$ cat src/rtl/seq_shifter.sv
// seq_shifter: multi-cycle 16-bit shift/rotate engine, one bit per clock under valid/ready handshakes
module seq_shifter (
  input  logic        clk,
  input  logic        rst,
  input  logic        in_valid,
  output logic        in_ready,
  input  logic [15:0] In,
  input  logic [3:0]  Cnt,
  input  logic [1:0]  Op,
  output logic        out_valid,
  input  logic        out_ready,
  output logic [15:0] Out,
  output logic        busy
);
  typedef enum logic [1:0] {IDLE = 2'b00, SHIFT = 2'b01, DONE = 2'b10} state_t;
  state_t state, next;
  logic [15:0] data, step;
  logic [3:0] count;
  logic [1:0] op;
  always_comb begin
    next = IDLE;
    step = data;
    next = state == IDLE  ? (in_valid ? (Cnt != 4'd0 ? SHIFT : DONE) : IDLE) :
           state == SHIFT ? (count == 4'd1 ? DONE : SHIFT) :
           state == DONE  ? (out_ready ? IDLE : DONE) : IDLE;
    step = op == 2'b00 ? {data[14:0], data[15]} :
           op == 2'b01 ? {data[14:0], 1'b0} :
           op == 2'b10 ? {data[0], data[15:1]} : {1'b0, data[15:1]};
  end
  always_ff @(posedge clk) begin
    if (rst) begin
      state <= IDLE;
      data  <= 16'h0000;
      count <= 4'd0;
      op    <= 2'b00;
    end else begin
      state <= next;
      if (state == IDLE && in_valid) begin
        data  <= In;
        count <= Cnt;
        op    <= Op;
      end else if (state == SHIFT) begin
        data  <= step;
        count <= count - 4'd1;
      end
    end
  end
  assign in_ready  = state == IDLE;
  assign out_valid = state == DONE;
  assign busy      = state == SHIFT || state == DONE;
  assign Out       = data;
endmodule

$ cat config.mk
export PLATFORM = sky130hd
export DESIGN_NAME = seq_shifter
export DESIGN_NICKNAME = d
export VERILOG_FILES = /design/src/rtl/seq_shifter.sv
export SDC_FILE = /design/constraint.sdc
export NUM_CORES = 1
export LEC_CHECK = 0
export ABC_AREA = 0
export CORE_ASPECT_RATIO = 0.7
export CORE_MARGIN = 10
export CORE_UTILIZATION = 45
export DETAILED_ROUTE_END_ITERATION = 10
export PLACE_DENSITY_LB_ADDON = 0.3
export SKIP_LAST_GASP = 1
export SYNTH_ARGS = -nofsm -noshare
export SYNTH_HDL_FRONTEND = slang
export SYNTH_SLANG_ARGS = --single-unit
$ cat constraint.sdc
create_clock -name clk -period 1.9 [get_ports clk]
set_input_delay 0.19 -clock clk [delete_from_list [all_inputs] [get_ports clk]]
set_output_delay 0.19 -clock clk [all_outputs]
set_load 0.01 [all_outputs]
==> flow_metrics.py <==
metrics = {
    "run_status": {
        "status": "completed",
    },
    "sta": {
        "final-setup-viol-count": 0,
        "drv_slew": 0,
        "tns_ns": 0,
        "relSlewSlack": 0.743,
        "rsz0062_at_grt": "false",
        "hold_viol": 0,
        "min_period_over_period": 0.878,
        "worstMarginPinSlew_ns": 0.381,
        "fin_skew_ns": 0.00174,
        "post-route-min-period_ns": 1.67,
        "fmax_mhz": 600,
        "setup_slack_ns": 0.232,
    },
    "die": {
        "die_h_um": 65.6,
        "start_util": 0.474,
        "row_count": 16,
        "die_w_um": 85.2,
        "core_sq_mm": 0.00282,
        "die-area_sq_mm": 0.00559,
        "io-pin-count": 45,
    },
    "global_routing": {
        "overflow": 0,
        "first_global_vias": 1176,
        "grt_max_degree": 36,
        "grt_pass1_wl_mm": 5.82,
        "grtUsageTotal": 0.126,
        "antenna_found_initial": 0,
    },
    "clocking": {
        "cts-htree-levels": 1,
        "cts_tree": "built",
        "cts_resized": 0,
        "post-cts-setup-buffers": 0,
        "clock-root-buffer": "clkbuf_8",
        "clk_latency_ns": 0.26,
        "path_clk_slew_ns": 0.08,
        "cts_hold_buf": 0,
        "numCtsBuffers": 3,
        "cts_max_path_buffers": 2,
        "clkSinkCount": 24,
    },
    "logic_synthesis": {
        "yosysTopAreaCell": "dfxtp_1",
        "synth_cell_types": 27,
        "syn_nets": 193,
        "ys_top_cells_by_area": "dfxtp_1, mux2i_1, a211o_1",
        "avgSynthCellArea_sq_um": 8.26,
        "synth_top_area_frac": 0.359,
        "yosysWarnings": 0,
        "syn_inst": 162,
        "syn_area_sq_mm": 0.00134,
        "yosysSeqAreaShare": 0.359,
        "ys_ff_latch": 24,
    },
    "detailed_routing": {
        "drtIter0Drc": 112,
        "firstDrtPassIters": 4,
        "wirelength_mm": 3.60,
        "vias": 1278,
        "viasPerCell": 5.39,
        "wire_per_inst_um": 15.2,
        "drc": 0,
        "final_antenna_net_count": 0,
    },
    "place": {
        "dp_slack_ns": 0.346,
        "place_area_sq_mm": 0.00180,
        "place_congestion": 0.720,
        "place_inst": 234,
        "place.detailed.hpwl_mm": 2.78,
        "port_buffers": 44,
    },
    "setup_path": {
        "required_ns": 1.71,
        "start_kind": "register",
        "path_class": "reg2out",
        "crit_arrival_ns": 1.48,
        "r2r_cells": 6,
        "worstSetupEndpointType": "primary output",
        "path_max_fanout": 2,
    },
    "layout": {
        "nets": 234,
        "fillers": 239,
        "mostFrequentLayoutCell": "clkdlybuf4s50_1",
        "stdcell_count": 237,
        "diodes": 0,
        "syn_to_final_growth_pct": 37.9,
        "final_area_sq_mm": 0.00185,
        "drive_above_1_share": 0.0547,
        "final_cell_mix": "clkdlybuf4s50_1, nand2_1, dfxtp_1, nor2_1, a21oi_1",
    },
    "hold_path": {
        "hold_depth": 3,
        "hold_class": "in2reg",
    },
    "power": {
        "cellPowerDensity_mw_per_mm2": 704,
        "vdd_drop_max_mv": 0.440,
        "p_leak_nw": 0.678,
        "p_total_mw": 1.30,
    },
    "flow_run": {
        "drv_cap": 0,
    },
}
-- synthesized netlist by cell type (all sizes together) --
library cell,n
nor2,21
nand2b,1
clkbuf,4
a21oi,19
xor2,1
inv,6
a32o,1
a211o,14
a21o,1
nand2,25
buf,10
nor4,1
ha,5
and2,1
o211ai,1
nor4b,1
dfxtp,24
xnor2,2
a311o,2
nand3b,1
o31ai,2
or3b,1
mux2i,14
a211oi,3
or3,1
-- path summary, 6_finish.rpt --
| check | start | endpoint | slack, ns |
|---|---|---|---|
| setup / recovery | state[0]$_SDFF_PP0_ | busy | 0.23 |
| hold / removal | In[6] | Out[6]$_SDFFE_PP0P_ | 0.47 |
| setup reg to reg | state[1]$_SDFF_PP0_ | Out[15]$_SDFFE_PP0P_ | 0.32 |
| hold reg to reg | op[0]$_SDFFE_PP0P_ | op[0]$_SDFFE_PP0P_ | 0.49 |
-- where the power goes --
part | switching [mW] | total [mW] | internal (mW) | leakage [nW]
Combinational | 0.179 | 0.402 | 0.223 | 0.458
Clock | 0.155 | 0.296 | 0.142 | 0.0216
Sequential | 0.0502 | 0.601 | 0.550 | 0.198
Total | 0.384 | 1.30 | 0.915 | 0.678
-- kinds of logic after synthesis --
group	after synthesis	synth area share
and+or+nand+nor	53	0.168
DFF	24	0.359
muxes	14	0.105
buffers and inverters	20	0.0748
xor gates and xnor gates	3	0.0196
adders and majority gates	5	0.0467
AOI/OAI and AO/OA	43	0.227
-- state kept, by name (all words and copies together) (netlist names) --
| signal | cells |
|---|---|
| Out | 16 |
| op | 2 |
| count | 4 |
| state | 2 |
-- through the flow --
| step | utilization | hold slack, ns |
|---|---|---|
| after floorplan | - | 0.326 |
| after global placement | 0.639 | 0.469 |
| after detailed placement | 0.639 | 0.481 |
| after CTS | 0.654 | 0.472 |
| after global routing | 0.654 | 0.485 |
| final | 0.654 | 0.471 |
-- worst max-delay path, cell delays in order, from the launching register on --
cell             delay, ns
dfxtp_1               0.35
inv_1                 0.06
ha_1                  0.27
clkdlybuf4s50_1       0.53
-- area by class of cell --
type,count,area [sq um],share of cell area
Clock buffer,3,41.3,0.0224
Timing Repair Buffer,50,498,0.270
Sequential cell,24,480,0.260
Inverter,6,22.5,0.0122
Multi-Input combinational cell,118,758,0.411
Tap cell,36,45.0,0.0244
-- routing by layer --
metal	vias up	wire length (um)	GRT usage
met2	39	1730	0.211
met1	591	1530	0.148
met4	0	36	0.0307
met3	2	304	0.0493
met5	-	0	0
li1	646	-	-
Note: power is estimated with default switching activity, not from simulation.
